## config.mk

```make
export PLATFORM = sky130hd
export DESIGN_NAME = operand_fetch_stage
export DESIGN_NICKNAME = d
export VERILOG_FILES = /design/src/rtl/opfetch_pkg.sv /design/src/rtl/opfetch_fwd_mux.sv /design/src/rtl/operand_fetch_stage.sv
export SDC_FILE = /design/constraint.sdc
export NUM_CORES = 1
export LEC_CHECK = 0
export ABC_AREA = 1
export CORE_AREA = 2 2 133 135
export DETAILED_ROUTE_END_ITERATION = 12
export DIE_AREA = 0 0 135 137
export PLACE_DENSITY = 0.78
export RECOVER_POWER = 50
export SLEW_MARGIN = 20
export SYNTH_ARGS = -nofsm -noshare
export SYNTH_HDL_FRONTEND = slang
export SYNTH_SLANG_ARGS = --single-unit
```

## constraint.sdc

```tcl
create_clock -name clk -period 2.73 [get_ports clk]
set_input_delay 0.546 -clock clk [delete_from_list [all_inputs] [get_ports clk]]
set_output_delay 0.546 -clock clk [all_outputs]
set_load 0.01 [all_outputs]
```

## src/rtl/opfetch_pkg.sv

```systemverilog
// rtl/opfetch_pkg.sv - shared constants and bypass-select encoding for the operand fetch stage
package opfetch_pkg;

   localparam logic [4:0] REG_ZERO = 5'd0;
   localparam int         DATA_W   = 32;

   typedef enum logic [1:0] {
      FWD_ZERO,
      FWD_MEM,
      FWD_WB,
      FWD_RF
   } fwd_sel_t;

endpackage

```

## src/rtl/opfetch_fwd_mux.sv

```systemverilog
// rtl/opfetch_fwd_mux.sv - one operand's bypass select and hazard detect
// OPFETCH_MEM_FWD_EN defined: EX/MEM ALU results bypass; otherwise any EX/MEM match stalls
module opfetch_fwd_mux
   import opfetch_pkg::*;
(
   input  logic              usesReg,
   input  logic [4:0]        regNum,
   input  logic [DATA_W-1:0] rfData,
   input  logic              wbEn,
   input  logic [4:0]        wbDr,
   input  logic [DATA_W-1:0] wbData,
   input  logic              memEn,
   input  logic [4:0]        memDr,
   input  logic [DATA_W-1:0] memData,
   input  logic              memIsLoad,
   output logic [DATA_W-1:0] operand,
   output logic              hazard
);

`ifdef OPFETCH_MEM_FWD_EN
   localparam logic MEM_FWD = 1'b1;
`else
   localparam logic MEM_FWD = 1'b0;
`endif

   fwd_sel_t sel;
   logic     notZero;
   logic     memHit;
   logic     wbHit;

   // r0 is hard-wired, so it never matches a producer and never stalls
   always_comb begin
      notZero = (regNum != REG_ZERO);
      memHit  = notZero && memEn && (memDr == regNum);
      wbHit   = notZero && wbEn && (wbDr == regNum);
      sel     = FWD_RF;
      if (!notZero)
         sel = FWD_ZERO;
      else if (memHit && MEM_FWD && !memIsLoad)
         sel = FWD_MEM;
      else if (wbHit)
         sel = FWD_WB;
   end

   always_comb begin
      operand = rfData;
      case (sel)
         FWD_ZERO: operand = '0;
         FWD_MEM:  operand = memData;
         FWD_WB:   operand = wbData;
         default:  operand = rfData;
      endcase
   end

   // A load's value is not ready in EX/MEM; without the mem bypass nothing there is usable
   assign hazard = usesReg && memHit && (memIsLoad || !MEM_FWD);

endmodule

```

## src/rtl/operand_fetch_stage.sv

```systemverilog
// rtl/operand_fetch_stage.sv - ID/EX operand fetch with wb/EX-MEM bypass and one-entry pipeline register
// OPFETCH_MEM_FWD_EN defined: EX/MEM ALU results bypass; only loads stall
module operand_fetch_stage
   import opfetch_pkg::*;
#(
   parameter int CTRL_W = 8,
   parameter int CNT_W  = 16
) (
   input  logic              clk,
   input  logic              rst_n,
   input  logic              in_valid,
   output logic              in_ready,
   input  logic [4:0]        in_rs,
   input  logic [4:0]        in_rt,
   input  logic              in_uses_rs,
   input  logic              in_uses_rt,
   input  logic [4:0]        in_rd,
   input  logic [31:0]       in_imm,
   input  logic [CTRL_W-1:0] in_ctrl,
   output logic [4:0]        rf_ra,
   output logic [4:0]        rf_rb,
   input  logic [31:0]       rf_adata,
   input  logic [31:0]       rf_bdata,
   input  logic              wb_en,
   input  logic [4:0]        wb_dr,
   input  logic [31:0]       wb_data,
   input  logic              mem_en,
   input  logic [4:0]        mem_dr,
   input  logic [31:0]       mem_data,
   input  logic              mem_is_load,
   input  logic              flush,
   output logic              out_valid,
   input  logic              out_ready,
   output logic [31:0]       out_a,
   output logic [31:0]       out_b,
   output logic [4:0]        out_rd,
   output logic [31:0]       out_imm,
   output logic [CTRL_W-1:0] out_ctrl,
   output logic [CNT_W-1:0]  stall_cnt
);

   logic [DATA_W-1:0] opA;
   logic [DATA_W-1:0] opB;
   logic              hazA;
   logic              hazB;
   logic              haz;
   logic              accept;

   assign rf_ra = in_rs;
   assign rf_rb = in_rt;

   opfetch_fwd_mux u_fwd_rs (
      .usesReg   (in_uses_rs),
      .regNum    (in_rs),
      .rfData    (rf_adata),
      .wbEn      (wb_en),
      .wbDr      (wb_dr),
      .wbData    (wb_data),
      .memEn     (mem_en),
      .memDr     (mem_dr),
      .memData   (mem_data),
      .memIsLoad (mem_is_load),
      .operand   (opA),
      .hazard    (hazA)
   );

   opfetch_fwd_mux u_fwd_rt (
      .usesReg   (in_uses_rt),
      .regNum    (in_rt),
      .rfData    (rf_bdata),
      .wbEn      (wb_en),
      .wbDr      (wb_dr),
      .wbData    (wb_data),
      .memEn     (mem_en),
      .memDr     (mem_dr),
      .memData   (mem_data),
      .memIsLoad (mem_is_load),
      .operand   (opB),
      .hazard    (hazB)
   );

   assign haz      = in_valid && (hazA || hazB);
   assign in_ready = !flush && !haz && (!out_valid || out_ready);
   assign accept   = in_valid && in_ready;

   // Operands are captured once at accept; a held entry is never re-forwarded
   always_ff @(posedge clk) begin
      if (!rst_n) begin
         out_valid <= 1'b0;
         out_a     <= '0;
         out_b     <= '0;
         out_rd    <= '0;
         out_imm   <= '0;
         out_ctrl  <= '0;
      end else if (flush) begin
         out_valid <= 1'b0;
      end else if (accept) begin
         out_valid <= 1'b1;
         out_a     <= opA;
         out_b     <= opB;
         out_rd    <= in_rd;
         out_imm   <= in_imm;
         out_ctrl  <= in_ctrl;
      end else if (out_ready) begin
         out_valid <= 1'b0;
      end
   end

   always_ff @(posedge clk) begin
      if (!rst_n)
         stall_cnt <= '0;
      else if (haz && !flush && (stall_cnt != {CNT_W{1'b1}}))
         stall_cnt <= stall_cnt + CNT_W'(1);
   end

endmodule

```

**Yosys cells after proc, flatten, opt, wreduce, memory -nomap -nowiden**

Index checks and enable logic that the tools add are counted.
W data, S select, Z words.

- Add/subtract/negate cells: 1
- Equality and inequality tests: 9
- Muxes and demuxes: 8
- Bitwise logic cells: 2
- Reductions and logical operators: 28

Operators with widths:

| kind | count |
|---|---|
| $pmux W32 S3 | 2 |
| $eq A5 B5 Y1 | 4 |
| $add A16 B1 Y16 const B | 1 |
| $logic_and A1 B1 Y1 | 16 |
| $ne A16 B16 Y1 const B | 1 |
| $reduce_bool A5 Y1 | 2 |
| $eq A2 B1 Y1 const B | 2 |
| $eq A2 B2 Y1 const B | 2 |
| $logic_not A2 Y1 | 2 |
| $mux W1 | 4 |
| $mux W2 | 2 |
| $logic_not A1 Y1 | 3 |
| $logic_or A1 B1 Y1 | 2 |
| $not A1 Y1 | 2 |
| $reduce_and A2 Y1 | 1 |
| $reduce_bool A2 Y1 | 1 |
| $reduce_or A2 Y1 | 1 |

- Bits in registers: 126
- Bits of input ports: 203
- Output and inout bits: 137

**Longest topological paths before layout**

Gate-level depths: netlist of run 1.

- Depth in word-level cells: 11
- Gate-level depth with buffers: 15
- Gate-level depth less buffers: 14

**Cells and area by module**

A second synthesis of run 1 with hierarchy kept.

- Cells, all modules: 958
- Area, all modules: 6618.8 um2

Modules (own cells, without submodules):

| module | instances | cells an instance | area each (um2) | seq. area each (um2) |
|---|---|---|---|---|
| operand_fetch_stage | 1 | 648 | 4807.1 | 2522.4 |
| opfetch_fwd_mux | 2 | 155 | 905.9 | 0.0 |

**Worst setup path after synthesis of run 1**

OpenSTA, ideal clock, no wires.

- Path kind: input -> output
- Start point: in in_rs[0]
- End point: out in_ready
- Arrival: 1.435 ns
- Required time: 2.184 ns
- Path slack: 0.749 ns
- Stages on the path: 9
- Buffers on the path: 2
- Cell sequence: inv_2 > nand2_1 > nor2_2 > nor2_1 > nand2_1 > nand2_1 > a21boi_2 > buf_4 > buf_2

- Longest elaborated chain between the ends: 9

RTL lines:

| element | RTL line | source |
|---|---|---|
| start, declared | operand_fetch_stage.sv:13 | `input logic [4:0] in_rs,` |
| $reduce_bool A5 Y1 | opfetch_fwd_mux.sv:33 | `notZero = (regNum != REG_ZERO);` |
| $logic_and A1 B1 Y1 | opfetch_fwd_mux.sv:34 | `memHit = notZero && memEn && (memDr == regNum);` |
| $logic_and A1 B1 Y1 (*) | opfetch_fwd_mux.sv:34 |  |
| $logic_and A1 B1 Y1 (*) | opfetch_fwd_mux.sv:56 | `assign hazard = usesReg && memHit && (memIsLoad \|\| !MEM_FWD);` |
| $logic_or A1 B1 Y1 (*) | operand_fetch_stage.sv:82 | `assign haz = in_valid && (hazA \|\| hazB);` |
| $logic_and A1 B1 Y1 (*) | operand_fetch_stage.sv:82 |  |
| $logic_not A1 Y1 (*) | operand_fetch_stage.sv:83 | `assign in_ready = !flush && !haz && (!out_valid \|\| out_ready);` |
| $logic_and A1 B1 Y1 (*) (2 in series) | operand_fetch_stage.sv:83 |  |
| end, declared | operand_fetch_stage.sv:12 | `output logic in_ready,` |

Every way passes the cells marked *; elsewhere a longest branch is shown, timed or not.

**Worst setup path in the final report of run 1**

- Start point: in in_rt[1]
- End point: out in_ready

- Longest elaborated chain between the ends: 9

RTL lines:

| element | RTL line | source |
|---|---|---|
| start, declared | operand_fetch_stage.sv:14 | `input logic [4:0] in_rt,` |
| $reduce_bool A5 Y1 | opfetch_fwd_mux.sv:33 |  |
| $logic_and A1 B1 Y1 | opfetch_fwd_mux.sv:34 |  |
| $logic_and A1 B1 Y1 (*) | opfetch_fwd_mux.sv:34 |  |
| $logic_and A1 B1 Y1 (*) | opfetch_fwd_mux.sv:56 |  |
| $logic_or A1 B1 Y1 (*) | operand_fetch_stage.sv:82 |  |
| $logic_and A1 B1 Y1 (*) | operand_fetch_stage.sv:82 |  |
| $logic_not A1 Y1 (*) | operand_fetch_stage.sv:83 |  |
| $logic_and A1 B1 Y1 (*) (2 in series) | operand_fetch_stage.sv:83 |  |

Marks and branches as above.

==> flow_summary.html, run 1 <==
<table>
<tr><th>Metric</th><th>Value</th></tr>
<tr><th colspan="2">Detailed routing</th></tr>
<tr><td>DR DRC count</td><td>0</td></tr>
<tr><td>Number of vias per cell after detailed routing</td><td>4.633</td></tr>
<tr><td>DR vias</td><td>7366</td></tr>
<tr><td>WL per Instance</td><td>14.27 um</td></tr>
<tr><td>Routed Wire Length</td><td>22700 um</td></tr>
<tr><td>Detailed Route Iter0 Violations</td><td>346</td></tr>
<tr><td>Router iterations before antenna repair</td><td>5</td></tr>
<tr><td>Residual antenna-violating net count after detailed routing</td><td>0</td></tr>
<tr><th colspan="2">CTS</th></tr>
<tr><td>Number of CTS-inserted buffers</td><td>17</td></tr>
<tr><td>Clock tree from TritonCTS</td><td>built</td></tr>
<tr><td>Number of sinks on the clock net</td><td>126</td></tr>
<tr><td>Deepest level of the CTS H-tree</td><td>4</td></tr>
<tr><td>Clk Tree Root Cell</td><td>sky130_fd_sc_hd__clkbuf_16</td></tr>
<tr><td>Clock latency on the worst-skew pair</td><td>420 ps</td></tr>
<tr><td>Register clock-pin slew on the reported worst setup and hold paths</td><td>60 ps</td></tr>
<tr><td>Number of buffers on the longest clock path</td><td>2</td></tr>
<tr><th colspan="2">Worst setup path</th></tr>
<tr><td>Max stage delay cell, worst path</td><td>sky130_fd_sc_hd__clkdlybuf4s50_1</td></tr>
<tr><td>Number of buffers and inverters on the critical path</td><td>3</td></tr>
<tr><td>Cells along the critical path</td><td>clkdlybuf4s50_1 &gt; inv_2 &gt; nand2_1 &gt; nand2_1 &gt; nand2_1 &gt; nor2_1 &gt; nand2_1 &gt; nand2_2 &gt; a21boi_4 &gt; dlygate4sd2_1</td></tr>
<tr><td>Cell mode on critical path</td><td>sky130_fd_sc_hd__nand2_1</td></tr>
<tr><td>Critical Path RT</td><td>2180 ps</td></tr>
<tr><td>Maximum single-stage delay on the critical path</td><td>570 ps</td></tr>
<tr><td>Top delay family on crit path</td><td>buffers and inverters</td></tr>
<tr><td>Critical Path Fanout Max</td><td>4</td></tr>
<tr><td>Setup crit end kind</td><td>output pin</td></tr>
<tr><td>Data arrival time at the worst-slack endpoint</td><td>2070 ps</td></tr>
<tr><td>Worst Setup Start Kind</td><td>input pin</td></tr>
<tr><td>Startpoint-to-endpoint class of the critical path</td><td>input pin to output pin</td></tr>
<tr><th colspan="2">Die</th></tr>
<tr><td>X dimension of the die</td><td>135 um</td></tr>
<tr><td>Effective utilization at floorplan</td><td>37.83%</td></tr>
<tr><td>Die H</td><td>137 um</td></tr>
<tr><td>Boundary Pins</td><td>340</td></tr>
<tr><td>Std cell rows</td><td>48</td></tr>
<tr><td>Area inside the core boundary</td><td>17060 um2</td></tr>
<tr><td>Die Area</td><td>18500 um2</td></tr>
<tr><th colspan="2">Min path</th></tr>
<tr><td>Hold/Removal Path Class</td><td>flop to flop</td></tr>
<tr><th colspan="2">GRT</th></tr>
<tr><td>Initial antenna violation count</td><td>1</td></tr>
<tr><td>Global-route wire length before repair</td><td>34560 um</td></tr>
<tr><td>Number of global-route vias before repair</td><td>6750</td></tr>
<tr><td>Total global routing track utilization</td><td>23.95%</td></tr>
<tr><td>Total overflow reported by the global router</td><td>0</td></tr>
<tr><td>Pin count of the biggest net entering global routing</td><td>82</td></tr>
<tr><th colspan="2">Timing</th></tr>
<tr><td>Post-route clock period utilization</td><td>95.92%</td></tr>
<tr><td>Worst rel slew slack</td><td>48.09%</td></tr>
<tr><td>Max Clock Skew</td><td>11.49 ps</td></tr>
<tr><td>Hold violation total from the final report</td><td>0</td></tr>
<tr><td>TNS Setup</td><td>0 ps</td></tr>
<tr><td>RSZ-0062 raised after global routing</td><td>false</td></tr>
<tr><td>Least-Margin Pin Slew</td><td>777.5 ps</td></tr>
<tr><td>Maximum operating frequency</td><td>381.9 MHz</td></tr>
<tr><td>Period minus WS final</td><td>2619 ps</td></tr>
<tr><td>Count of endpoints failing setup in the final report</td><td>0</td></tr>
<tr><td>Final count of pins violating max slew</td><td>0</td></tr>
<tr><th colspan="2">Synthesis</th></tr>
<tr><td>Leading area contributor after synthesis</td><td>sky130_fd_sc_hd__dfxtp_1</td></tr>
<tr><td>Mapped Nets</td><td>1260</td></tr>
<tr><td>Number of flops mapped to enable cells by yosys</td><td>0</td></tr>
<tr><td>Sequential share of the synthesized area</td><td>39.09%</td></tr>
<tr><td>Post-synth ARST share</td><td>0%</td></tr>
<tr><td>Area fraction of the dominant cell type after synthesis</td><td>39.09%</td></tr>
<tr><td>Most common library cells after synthesis</td><td>sky130_fd_sc_hd__nand2_1, sky130_fd_sc_hd__nor2_1, sky130_fd_sc_hd__dfxtp_1, sky130_fd_sc_hd__nand3_1, sky130_fd_sc_hd__inv_1</td></tr>
<tr><td>Cells after Synth</td><td>1056</td></tr>
<tr><td>Count of unique library cells instantiated by Yosys</td><td>24</td></tr>
<tr><td>Main area contributors after synthesis</td><td>sky130_fd_sc_hd__dfxtp_1, sky130_fd_sc_hd__nand2_1, sky130_fd_sc_hd__nand3_1</td></tr>
<tr><td>Syn avg cell area</td><td>6.110 um2</td></tr>
<tr><td>Yosys reg bits</td><td>126</td></tr>
<tr><td>Cell area after technology mapping</td><td>6452 um2</td></tr>
<tr><td>Top-count cell post-synth</td><td>sky130_fd_sc_hd__nand2_1</td></tr>
<tr><td>Count of synthesis-stage warnings from yosys</td><td>0</td></tr>
<tr><td>Most used flip-flop cell after synthesis</td><td>sky130_fd_sc_hd__dfxtp_1</td></tr>
<tr><th colspan="2">Power</th></tr>
<tr><td>Final Power</td><td>0.005409 W</td></tr>
<tr><td>Leakage power</td><td>5.020 nW</td></tr>
<tr><td>Peak supply drop</td><td>0.4173 mV</td></tr>
<tr><td>Total power divided by cell area</td><td>518.5 nW/um2</td></tr>
<tr><th colspan="2">Finish</th></tr>
<tr><td>Final core area utilization</td><td>61.16%</td></tr>
<tr><td>Final net count</td><td>1556</td></tr>
<tr><td>Final standard cell count with taps included and fillers excluded</td><td>1590</td></tr>
<tr><td>Antenna Cells</td><td>0</td></tr>
<tr><td>Ratio of cells with drive above 1 in the final layout</td><td>6.740%</td></tr>
<tr><td>Layout overhead on the synthesized area</td><td>61.66%</td></tr>
<tr><td>Count of fill cells added during filler insertion</td><td>1606</td></tr>
<tr><th colspan="2">Place</th></tr>
<tr><td>Total of buffers placed on input and output ports</td><td>306</td></tr>
<tr><td>Placed Instances</td><td>1557</td></tr>
<tr><td>Final HPWL DP</td><td>17040 um</td></tr>
<tr><td>Global placer's final weighted congestion</td><td>0.8787</td></tr>
<tr><th colspan="2">Flow run</th></tr>
<tr><td>Reported max-cap violation count</td><td>0</td></tr>
<tr><th colspan="2">Outcome</th></tr>
<tr><td>Outcome</td><td>complete, no violations</td></tr>
</table>
worst reg2reg max path: cells and delay by family (launching register included):
kind / cells / cell delay, ps
AOI/OAI and AO/OA: 2 / 590
DFF: 1 / 320
and+or+nand+nor: 3 / 340
buffers and inverters: 3 / 580
placed cells by master (no fill, tap or decap), drive strengths merged:
cell type	synthesis	routed
bufinv	0	4
a21boi	3	3
nand2	376	376
buf	47	43
clkinv	0	5
nor2	171	171
o21ai	4	4
dlymetal6s2s	0	1
clkdlybuf4s50	0	174
o22ai	4	4
dlygate4sd2	0	1
nand3	126	126
inv	108	109
dfxtp	126	126
a21oi	55	55
clkinvlp	0	3
a211oi	2	2
xnor2	2	2
clkbuf	24	19
ha	1	1
nand4	1	1
xor2	2	2
dlygate4sd3	0	129
nor3	4	4
area by class of cell:
cell class	instances	area (um2)	area share [%]
Clock buffer	19	452.9	4.342
Timing Repair Buffer	348	3437	32.95
Tap cell	225	281.5	2.699
Multi-Input combinational cell	751	3144	30.14
Sequential cell	126	2522	24.18
Inverter	108	405.4	3.886
Clock inverter	13	187.7	1.799
stage by stage:
stage / cell area [um2] / setup slack [ps] / hold slack, ps
after CTS: 10430 / 25.67 / 462.0
final: 10430 / 111.3 / 455.3
after global placement: 9779 / -197.6 / 447.6
after floorplan: 6452 / 749.0 / 483.1
after detailed placement: 9779 / -237.3 / 452.9
after global routing: 10430 / 20.43 / 468.5
power breakdown:
group / leakage (nW) / total [W] / switching [W] / internal [W]
registers: 1.03 / 0.00198 / 0.0000448 / 0.00194
logic: 3.68 / 0.000986 / 0.000462 / 0.000524
clock network: 0.306 / 0.00244 / 0.000858 / 0.00158
registers in the layout (all words and copies together) (netlist names):
| register | flops |
|---|---|
| out_rd | 5 |
| out_b | 32 |
| out_valid | 1 |
| out_a | 32 |
| out_ctrl | 8 |
| out_imm | 32 |
| stall_cnt | 16 |
cell families after synthesis:
family          count (synthesis)  synth area share [%]
compound gates                 68                 5.604
buf+inv                       179                 12.45
flops                         126                 39.09
simple gates                  678                 42.12
fa+ha+maj                       1                0.1939
xor+xnor                        4                0.5431
routing by layer:
layer	routed length [um]	up-vias	track usage, %
met1	9392	3263	28.50
met4	462	0	7.581
met2	11030	244	40.92
li1	-	3828	-
met3	1807	31	7.963
met5	0	-	0
final timing paths:
path | start | end | slack, ps | depth (start not counted)
setup / recovery | in_rt[1] | in_ready | 110 | 10
setup reg to reg | out_valid | out_a[18] | 810 | 8
hold reg to reg | out_imm[8] | out_imm[8] | 460 | 2
hold / removal | out_imm[8] | out_imm[8] | 460 | 2
what timing repair did:
action / CTS / global route
pin swaps: 1 / 0
buffers inserted: 1 / 0
endpoints found under the hold margin: 0 / 0
hold buffers: 0 / 0
setup endpoints to repair: 1 / 1
resized for setup: 1 / 3
Note: power is estimated with default switching activity, not from simulation.
==> inputs of run 2 (changes only) <==
CORE_AREA = 2 2 131 133   (was 2 2 133 135)
DIE_AREA = 0 0 133 135   (was 0 0 135 137)
PLACE_DENSITY = 0.81   (was 0.78)
SYNTH_HIERARCHICAL = 1   (was not set)
==> run 2 against run 1 <==
Compared with the run above:
- synthesized area increased by 2.6%
- sequential share of layout area down 0.12 points
- wire length is 3.9% higher
- core utilization rose by 2.7 points
- sequential cell count is the same
- synthesized cell count down 9.3%
- non-clock buffer count shrank 3
- final cell count decreased by 6.7%
- worst setup slack improved by 110 ps
- first-iteration DRC count up 22%
- global-route usage up 1.9 points
- die area shrank 2.9%
==> flow_summary.html, run 2 <==
<table>
<tr><th>Metric</th><th>Value</th></tr>
<tr><th colspan="2">Detailed routing</th></tr>
<tr><td>Routed Wire Length</td><td>23580 um (+3.9%)</td></tr>
<tr><td>Residual antenna-violating net count after detailed routing</td><td>0 (unchanged)</td></tr>
<tr><td>Total routed wire length on the met1 layer</td><td>9328 um (-0.68%)</td></tr>
<tr><td>Detailed Route Iter0 Violations</td><td>422 (+22%)</td></tr>
<tr><td>Number of vias per cell after detailed routing</td><td>4.981 (+7.5%)</td></tr>
<tr><td>DR DRC count</td><td>0 (unchanged)</td></tr>
<tr><td>Router iterations before antenna repair</td><td>5 (unchanged)</td></tr>
<tr><td>Top metal layer carrying routed signals</td><td>met5</td></tr>
<tr><td>WL per Instance</td><td>15.89 um (+11%)</td></tr>
<tr><td>Met2 WL post-DR</td><td>11300 um (+2.4%)</td></tr>
<tr><td>Total met3 wirelength after detailed routing</td><td>2089 um (+16%)</td></tr>
<tr><td>DR vias</td><td>7392 (+0.35%)</td></tr>
<tr><th colspan="2">Synthesis</th></tr>
<tr><td>Mapped Nets</td><td>1162 (-7.8%)</td></tr>
<tr><td>Main area contributors after synthesis</td><td>sky130_fd_sc_hd__dfxtp_1, sky130_fd_sc_hd__nand2_1, sky130_fd_sc_hd__nand3_2</td></tr>
<tr><td>Yosys reg bits</td><td>126 (unchanged)</td></tr>
<tr><td>Top-count cell post-synth</td><td>sky130_fd_sc_hd__nand2_1</td></tr>
<tr><td>Leading area contributor after synthesis</td><td>sky130_fd_sc_hd__dfxtp_1</td></tr>
<tr><td>Syn avg cell area</td><td>6.909 um2 (+13%)</td></tr>
<tr><td>Area fraction of the dominant cell type after synthesis</td><td>38.11% (-0.98 points)</td></tr>
<tr><td>Most common library cells after synthesis</td><td>sky130_fd_sc_hd__nand2_1, sky130_fd_sc_hd__dfxtp_1, sky130_fd_sc_hd__a21oi_1</td></tr>
<tr><td>Post-synth ARST share</td><td>0% (unchanged)</td></tr>
<tr><td>Count of synthesis-stage warnings from yosys</td><td>6 (+6)</td></tr>
<tr><td>Count of unique library cells instantiated by Yosys</td><td>28 (+17%)</td></tr>
<tr><td>Most used flip-flop cell after synthesis</td><td>sky130_fd_sc_hd__dfxtp_1</td></tr>
<tr><td>Number of flops mapped to enable cells by yosys</td><td>0 (unchanged)</td></tr>
<tr><td>Cells after Synth</td><td>958 (-9.3%)</td></tr>
<tr><td>Sequential share of the synthesized area</td><td>38.11% (-0.98 points)</td></tr>
<tr><td>Cell area after technology mapping</td><td>6619 um2 (+2.6%)</td></tr>
<tr><th colspan="2">Place</th></tr>
<tr><td>Total of buffers placed on input and output ports</td><td>306 (unchanged)</td></tr>
<tr><td>Placed Instances</td><td>1452 (-6.7%)</td></tr>
<tr><td>Global placer's final weighted congestion</td><td>0.9046 (+2.9%)</td></tr>
<tr><td>Final HPWL DP</td><td>17640 um (+3.5%)</td></tr>
<tr><th colspan="2">Finish</th></tr>
<tr><td>Top library cells by usage in the layout, fill and taps aside</td><td>sky130_fd_sc_hd__nand2_1, sky130_fd_sc_hd__clkdlybuf4s50_1, sky130_fd_sc_hd__dlygate4sd3_1, sky130_fd_sc_hd__dfxtp_1, sky130_fd_sc_hd__a21oi_1</td></tr>
<tr><td>Most common library cell in the layout ignoring fill and taps</td><td>sky130_fd_sc_hd__nand2_1</td></tr>
<tr><td>Ratio of cells with drive above 1 in the final layout</td><td>12.42% (+5.7 points)</td></tr>
<tr><td>Final net count</td><td>1455 (-6.5%)</td></tr>
<tr><td>Leading registers by flop count</td><td>out_a (32), out_b (32), out_imm (32)</td></tr>
<tr><td>Layout overhead on the synthesized area</td><td>58.37%</td></tr>
<tr><td>Register Area</td><td>2522 um2 (unchanged)</td></tr>
<tr><td>Antenna Cells</td><td>0 (unchanged)</td></tr>
<tr><td>Final standard cell count with taps included and fillers excluded</td><td>1484 (-6.7%)</td></tr>
<tr><td>Multi-input gate area in the final layout</td><td>3507 um2 (+12%)</td></tr>
<tr><td>Count of fill cells added during filler insertion</td><td>1435 (-11%)</td></tr>
<tr><th colspan="2">Timing</th></tr>
<tr><td>Final count of pins violating max slew</td><td>0 (unchanged)</td></tr>
<tr><td>RSZ-0062 raised after global routing</td><td>false</td></tr>
<tr><td>Hold violation total from the final report</td><td>0 (unchanged)</td></tr>
<tr><td>Max Clock Skew</td><td>10.84 ps (-0.6523 ps)</td></tr>
<tr><td>Maximum operating frequency</td><td>399.2 MHz (+4.5%)</td></tr>
<tr><td>Post-route worst hold slack</td><td>458.1 ps (+2.805 ps)</td></tr>
<tr><td>Period minus WS final</td><td>2505 ps (-113.8 ps)</td></tr>
<tr><td>Count of endpoints failing setup in the final report</td><td>0 (unchanged)</td></tr>
<tr><td>Post-route clock period utilization</td><td>91.76% (-4.2 points)</td></tr>
<tr><td>Least-Margin Pin Slew</td><td>577.8 ps (-199.7 ps)</td></tr>
<tr><td>Worst rel slew slack</td><td>61.48% (+13 points)</td></tr>
<tr><th colspan="2">CTS</th></tr>
<tr><td>Number of sinks on the clock net</td><td>126 (unchanged)</td></tr>
<tr><td>Clock latency on the worst-skew pair</td><td>410 ps (about the same)</td></tr>
<tr><td>Hold Buf Count CTS</td><td>0 (unchanged)</td></tr>
<tr><td>Deepest level of the CTS H-tree</td><td>4 (unchanged)</td></tr>
<tr><td>Register clock-pin slew on the reported worst setup and hold paths</td><td>60 ps (about the same)</td></tr>
<tr><td>Number of buffers on the longest clock path</td><td>2 (unchanged)</td></tr>
<tr><td>Number of CTS-inserted buffers</td><td>17 (unchanged)</td></tr>
<tr><td>Clock tree from TritonCTS</td><td>built</td></tr>
<tr><td>Clk Tree Root Cell</td><td>sky130_fd_sc_hd__clkbuf_16</td></tr>
<tr><th colspan="2">GRT</th></tr>
<tr><td>Number of global-route vias before repair</td><td>7089 (+5.0%)</td></tr>
<tr><td>Total global routing track utilization</td><td>25.81% (+1.9 points)</td></tr>
<tr><td>Global-route wire length before repair</td><td>36490 um (+5.6%)</td></tr>
<tr><td>Total overflow reported by the global router</td><td>0 (unchanged)</td></tr>
<tr><td>Pin count of the biggest net entering global routing</td><td>58 (-29%)</td></tr>
<tr><td>Initial antenna violation count</td><td>2 (+1)</td></tr>
<tr><th colspan="2">Die</th></tr>
<tr><td>Die Area</td><td>17960 um2 (-2.9%)</td></tr>
<tr><td>Die H</td><td>135 um (-1.5%)</td></tr>
<tr><td>Area inside the core boundary</td><td>16410 um2 (-3.8%)</td></tr>
<tr><td>Boundary Pins</td><td>340 (unchanged)</td></tr>
<tr><td>X dimension of the die</td><td>133 um (-1.5%)</td></tr>
<tr><td>Std cell rows</td><td>47 (-2.1%)</td></tr>
<tr><td>Effective utilization at floorplan</td><td>40.34% (+2.5 points)</td></tr>
<tr><th colspan="2">Worst setup path</th></tr>
<tr><td>Startpoint-to-endpoint class of the critical path</td><td>input pin to output pin</td></tr>
<tr><td>Data arrival time at the worst-slack endpoint</td><td>1960 ps (-110 ps)</td></tr>
<tr><td>Critical Path RT</td><td>2180 ps (about the same)</td></tr>
<tr><td>Critical Path Fanout Max</td><td>4 (unchanged)</td></tr>
<tr><td>Setup crit end kind</td><td>output pin</td></tr>
<tr><td>Worst Setup Start Kind</td><td>input pin</td></tr>
<tr><th colspan="2">Power</th></tr>
<tr><td>Total power divided by cell area</td><td>492.5 nW/um2 (-5.0%)</td></tr>
<tr><td>Final Power</td><td>0.005163 W (-4.5%)</td></tr>
<tr><td>Leakage power</td><td>4.714 nW (-6.1%)</td></tr>
<tr><td>Peak supply drop</td><td>0.4174 mV (about the same)</td></tr>
<tr><th colspan="2">Outcome</th></tr>
<tr><td>Outcome</td><td>complete, no violations</td></tr>
<tr><th colspan="2">Flow run</th></tr>
<tr><td>Reported max-cap violation count</td><td>0 (unchanged)</td></tr>
<tr><th colspan="2">Min path</th></tr>
<tr><td>Hold/Removal Path Class</td><td>flop to flop</td></tr>
</table>
-- run 2: cell types whose count changed after synthesis, moves of 4 or more --
cell / change
sky130_fd_sc_hd__nor2_4: +4
sky130_fd_sc_hd__nor2_1: -125
sky130_fd_sc_hd__nand4_1: +5
sky130_fd_sc_hd__inv_1: -65
sky130_fd_sc_hd__nand2_1: -10
sky130_fd_sc_hd__clkbuf_1: -10
sky130_fd_sc_hd__a21oi_1: +67
sky130_fd_sc_hd__buf_1: -6
sky130_fd_sc_hd__nand3_1: -37
sky130_fd_sc_hd__nand3_2: +62
sky130_fd_sc_hd__buf_2: +14
-- run 2: cell type report --
class / count / share of cell area [%]
Clock buffer: 21 / 4.392
Clock inverter: 11 / 1.337
Tap cell: 220 / 2.626
Timing Repair Buffer: 345 / 32.55
Inverter: 43 / 1.576
Sequential cell: 126 / 24.06
Multi-Input combinational cell: 718 / 33.46
-- run 2: worst max-delay path, stage by stage --
cell                              delay [ps]
sky130_fd_sc_hd__clkdlybuf4s50_1         420
sky130_fd_sc_hd__inv_1                   120
sky130_fd_sc_hd__nand2_1                  70
sky130_fd_sc_hd__nor2_1                  180
sky130_fd_sc_hd__inv_2                    60
sky130_fd_sc_hd__nand4_1                  70
sky130_fd_sc_hd__nor2_1                   60
sky130_fd_sc_hd__nor2_2                  120
sky130_fd_sc_hd__nor2_1                   60
sky130_fd_sc_hd__nor2_2                   90
sky130_fd_sc_hd__clkbuf_2                150
-- run 2: worst paths after layout --
path	startpoint	slack [ps]	cells after the start	to
max	in_rt[0]	230	11	in_ready
max reg2reg	stall_cnt[0]	900	6	stall_cnt[7]
min	out_a[9]	460	2	out_a[9]
min reg2reg	out_a[9]	460	2	out_a[9]
-- run 2: stage by stage --
stage	TNS [ps]	cell area (um2)	utilization (%)	setup slack, ps
floorplan	0	6619	-	627.5
global placement	-516.5	9891	60.28	-145.2
detailed placement	-1387	9891	60.28	-142.3
CTS	0	10490	63.93	117.6
global route	0	10480	63.89	63.05
finish	0	10480	63.89	225.1
-- run 2: routing by layer --
metal | track usage, % | vias up
li1 | - | 3672
met2 | 43.61 | 304
met5 | 0 | -
met3 | 8.709 | 53
met4 | 11.17 | 4
met1 | 29.88 | 3359
-- run 2: report_power, final --
group          switching (W)  leakage, nW  internal [W]
Combinational       0.000428         3.39      0.000482
Sequential         0.0000375         1.03       0.00192
Clock               0.000819        0.297       0.00148
Total                0.00128         4.71       0.00388
-- run 2: what timing repair did --
action / in CTS / in global routing
gates cloned: 0 / 0
setup buffers: 0 / 0
resized for setup: 2 / 2
setup endpoints to repair: 1 / 1
-- run 2: cells by family after synthesis --
logic type	count (synthesis)	share of synthesized area (%)
AOI/OAI and AO/OA	129	9.962
xor gates and xnor gates	7	0.9263
adders and majority gates	1	0.1890
buffers and inverters	114	8.941
DFF	126	38.11
and+or+nand+nor	581	41.87
==> inputs of run 3 (changes only) <==
CORE_AREA = not set   (was 2 2 131 133)
CORE_UTILIZATION = 40   (was not set)
DIE_AREA = not set   (was 0 0 133 135)
clock period = 2.8 ns   (was 2.73 ns; I/O delays follow)
==> run 3 against run 2 <==
Compared with the run above:
- sequential cell count stayed put
- global-route usage is 1.3 points higher
- total power is 3.7% lower
- worst setup slack better by 52 ps
- clock skew is 0.53 ps higher
- non-clock buffer count is 1 higher
- final cell count hardly changed
- critical path type unchanged
==> flow_summary.html, run 3 (synthesized netlist as in run 2, its figures left out) <==
<table>
<tr><th>Metric</th><th>Value</th></tr>
<tr><th colspan="2">Detailed routing</th></tr>
<tr><td>DR vias</td><td>7366 (-0.35%)</td></tr>
<tr><td>Detailed Route Iter0 Violations</td><td>411 (-2.6%)</td></tr>
<tr><td>WL per Instance</td><td>15.93 um (+0.26%)</td></tr>
<tr><td>Number of vias per cell after detailed routing</td><td>4.967 (-0.28%)</td></tr>
<tr><td>Routed Wire Length</td><td>23630 um (+0.19%)</td></tr>
<tr><td>Residual antenna-violating net count after detailed routing</td><td>0 (unchanged)</td></tr>
<tr><td>Router iterations before antenna repair</td><td>5 (unchanged)</td></tr>
<tr><td>DR DRC count</td><td>0 (unchanged)</td></tr>
<tr><th colspan="2">Die</th></tr>
<tr><td>X dimension of the die</td><td>130.6 um (-1.8%)</td></tr>
<tr><td>Die Area</td><td>17070 um2 (-5.0%)</td></tr>
<tr><td>Effective utilization at floorplan</td><td>41.37% (+1.0 points)</td></tr>
<tr><td>Std cell rows</td><td>46 (-2.1%)</td></tr>
<tr><td>Boundary Pins</td><td>340 (unchanged)</td></tr>
<tr><td>Die H</td><td>130.6 um (-3.2%)</td></tr>
<tr><td>Area inside the core boundary</td><td>16000 um2 (-2.5%)</td></tr>
<tr><th colspan="2">Worst setup path</th></tr>
<tr><td>Worst Setup Start Kind</td><td>input pin</td></tr>
<tr><td>Cells along the critical path</td><td>clkdlybuf4s50_1 &gt; inv_1 &gt; nand3_1 &gt; nor2_2 &gt; inv_2 &gt; nand4_1 &gt; nor2_1 &gt; nor2_2 &gt; nor2_1 &gt; nor2_2 &gt; clkbuf_2</td></tr>
<tr><td>Data arrival time at the worst-slack endpoint</td><td>1960 ps (about the same)</td></tr>
<tr><td>Critical Path Fanout Max</td><td>4 (unchanged)</td></tr>
<tr><td>Setup crit end kind</td><td>output pin</td></tr>
<tr><td>Max stage delay cell, worst path</td><td>sky130_fd_sc_hd__clkdlybuf4s50_1</td></tr>
<tr><td>Critical Path RT</td><td>2240 ps (+60 ps)</td></tr>
<tr><td>Cell mode on critical path</td><td>sky130_fd_sc_hd__nor2_2</td></tr>
<tr><td>Maximum single-stage delay on the critical path</td><td>410 ps (about the same)</td></tr>
<tr><td>Startpoint-to-endpoint class of the critical path</td><td>input pin to output pin</td></tr>
<tr><th colspan="2">Finish</th></tr>
<tr><td>Most common library cell in the layout ignoring fill and taps</td><td>sky130_fd_sc_hd__nand2_1</td></tr>
<tr><td>Final net count</td><td>1456 (+0.069%)</td></tr>
<tr><td>Ratio of cells with drive above 1 in the final layout</td><td>12.73% (+0.31 points)</td></tr>
<tr><td>Final core area utilization</td><td>65.73% (+1.8 points)</td></tr>
<tr><td>Layout overhead on the synthesized area</td><td>58.90%</td></tr>
<tr><td>Post-route design area</td><td>10520 um2 (+0.33%)</td></tr>
<tr><td>Top library cells by usage in the layout, fill and taps aside</td><td>sky130_fd_sc_hd__nand2_1, sky130_fd_sc_hd__clkdlybuf4s50_1, sky130_fd_sc_hd__dlygate4sd3_1, sky130_fd_sc_hd__dfxtp_1, sky130_fd_sc_hd__a21oi_1</td></tr>
<tr><td>Leading registers by flop count</td><td>out_a (32), out_b (32), out_imm (32)</td></tr>
<tr><td>Count of fill cells added during filler insertion</td><td>1425 (-0.70%)</td></tr>
<tr><th colspan="2">CTS</th></tr>
<tr><td>Hold Buf Count CTS</td><td>0 (unchanged)</td></tr>
<tr><td>Number of setup buffers added after CTS</td><td>0 (unchanged)</td></tr>
<tr><td>Clock latency on the worst-skew pair</td><td>420 ps (about the same)</td></tr>
<tr><td>Clock tree from TritonCTS</td><td>built</td></tr>
<tr><td>Deepest level of the CTS H-tree</td><td>4 (unchanged)</td></tr>
<tr><td>Clk Tree Root Cell</td><td>sky130_fd_sc_hd__clkbuf_16</td></tr>
<tr><td>Number of sinks on the clock net</td><td>126 (unchanged)</td></tr>
<tr><td>Number of CTS-inserted buffers</td><td>17 (unchanged)</td></tr>
<tr><td>Register clock-pin slew on the reported worst setup and hold paths</td><td>60 ps (about the same)</td></tr>
<tr><td>Number of buffers on the longest clock path</td><td>2 (unchanged)</td></tr>
<tr><th colspan="2">GRT</th></tr>
<tr><td>Busiest grt layer</td><td>met2</td></tr>
<tr><td>GR Layer Usage met3</td><td>8.836% (+0.13 points)</td></tr>
<tr><td>Initial antenna violation count</td><td>2 (unchanged)</td></tr>
<tr><td>Number of global-route vias before repair</td><td>6690 (-5.6%)</td></tr>
<tr><td>Global-route wire length before repair</td><td>35050 um (-4.0%)</td></tr>
<tr><td>Total global routing track utilization</td><td>27.09% (+1.3 points)</td></tr>
<tr><td>Total overflow reported by the global router</td><td>0 (unchanged)</td></tr>
<tr><td>Pin count of the biggest net entering global routing</td><td>57 (-1.7%)</td></tr>
<tr><td>Met2 Resource Use GR</td><td>45.28% (+1.7 points)</td></tr>
<tr><td>Met1 track utilization from global routing</td><td>32.22% (+2.3 points)</td></tr>
<tr><th colspan="2">Timing</th></tr>
<tr><td>Period minus WS final</td><td>2523 ps</td></tr>
<tr><td>Worst rel slew slack</td><td>62.34% (+0.86 points)</td></tr>
<tr><td>Count of endpoints failing setup in the final report</td><td>0 (unchanged)</td></tr>
<tr><td>Final count of pins violating max slew</td><td>0 (unchanged)</td></tr>
<tr><td>RSZ-0062 raised after global routing</td><td>false</td></tr>
<tr><td>Max Clock Skew</td><td>11.37 ps (+0.5273 ps)</td></tr>
<tr><td>Least-Margin Pin Slew</td><td>564.9 ps (-12.89 ps)</td></tr>
<tr><td>Post-route clock period utilization</td><td>90.11%</td></tr>
<tr><td>Hold violation total from the final report</td><td>0 (unchanged)</td></tr>
<tr><td>Post-route worst hold slack</td><td>460.2 ps (+2.121 ps)</td></tr>
<tr><td>Maximum operating frequency</td><td>396.3 MHz</td></tr>
<tr><td>Final worst setup slack</td><td>277.0 ps (+51.91 ps)</td></tr>
<tr><th colspan="2">Place</th></tr>
<tr><td>Final HPWL DP</td><td>17910 um (+1.5%)</td></tr>
<tr><td>Total of buffers placed on input and output ports</td><td>306 (unchanged)</td></tr>
<tr><td>Dpl ws</td><td>-120.1 ps (+22.16 ps)</td></tr>
<tr><td>Global placer's final weighted congestion</td><td>0.8565 (-5.3%)</td></tr>
<tr><td>Total placed instance area</td><td>9931 um2 (+0.40%)</td></tr>
<tr><th colspan="2">Power</th></tr>
<tr><td>Net switching fraction of the power</td><td>26.20% (+1.3 points)</td></tr>
<tr><td>Fraction of power consumed by combinational cells</td><td>18.1% (+0.5 points)</td></tr>
<tr><td>Clk pwr share</td><td>43.6% (-0.9 points)</td></tr>
<tr><td>Portion of total power attributed to sequential cells</td><td>38.3% (+0.4 points)</td></tr>
<tr><td>Internal power</td><td>0.003668 W (-5.4%)</td></tr>
<tr><td>Total power divided by cell area</td><td>472.6 nW/um2 (-4.0%)</td></tr>
<tr><td>NetSw</td><td>0.001302 W (+1.4%)</td></tr>
<tr><td>Leakage power</td><td>4.716 nW (about the same)</td></tr>
<tr><td>Peak supply drop</td><td>0.4056 mV (-2.8%)</td></tr>
<tr><th colspan="2">Outcome</th></tr>
<tr><td>Outcome</td><td>complete, no violations</td></tr>
<tr><th colspan="2">Flow run</th></tr>
<tr><td>Reported max-cap violation count</td><td>0 (unchanged)</td></tr>
<tr><th colspan="2">Min path</th></tr>
<tr><td>Hold/Removal Path Class</td><td>flop to flop</td></tr>
</table>
-- run 3: final timing paths --
path,start,to,slack [ps],depth (start not counted)
setup / recovery,in_rt[4],in_ready,280,11
setup reg to reg,stall_cnt[0],stall_cnt[13],950,6
hold / removal,out_imm[13],out_imm[13],460,2
hold reg to reg,out_imm[13],out_imm[13],460,2
-- run 3: metrics by stage --
stage          TNS (ps)  total power [W]  instances
2_1_floorplan         0         0.002323        958
3_3_place_gp     -107.0         0.002862       1449
3_5_place_dp     -120.1         0.002873       1449
4_1_cts               0         0.005035       1481
5_1_grt               0         0.005175       1481
6_report              0         0.004970       1483
-- run 3: area by class of cell --
class / instances / area, um2 / area share, %
repair buffers: 346 / 3458 / 32.88
flip-flops and latches: 126 / 2522 / 23.98
well taps: 216 / 270.3 / 2.570
diodes: 2 / 5.005 / 0.04759
inverters: 43 / 165.2 / 1.570
multi-input cells: 718 / 3510 / 33.37
clock inverters: 11 / 106.4 / 1.011
clock buffers: 21 / 480.5 / 4.568
-- run 3: power by group through the flow --
stage               sequential, W  combinational [W]  clock, W
floorplan                 0.00198           0.000342         0
global placement          0.00194           0.000917         0
detailed placement        0.00195           0.000926         0
CTS                       0.00191           0.000930   0.00220
global route              0.00191           0.000968   0.00229
finish                    0.00191           0.000898   0.00217
-- run 3: what timing repair did --
item                                    4_1_cts  5_1_grt
pin swaps                                     0        1
endpoints found under the setup margin        1        1
resized for setup                             1        2
-- run 3: critical path, delay by kind of cell --
kind	cells	cell delay, ps
buffers and inverters	4	740
and+or+nand+nor	7	660
-- run 3: layer usage --
layer	vias up	wire length, um
met4	2	600
met1	3341	9566
met5	-	13
li1	3693	-
met3	40	2099
met2	290	11350
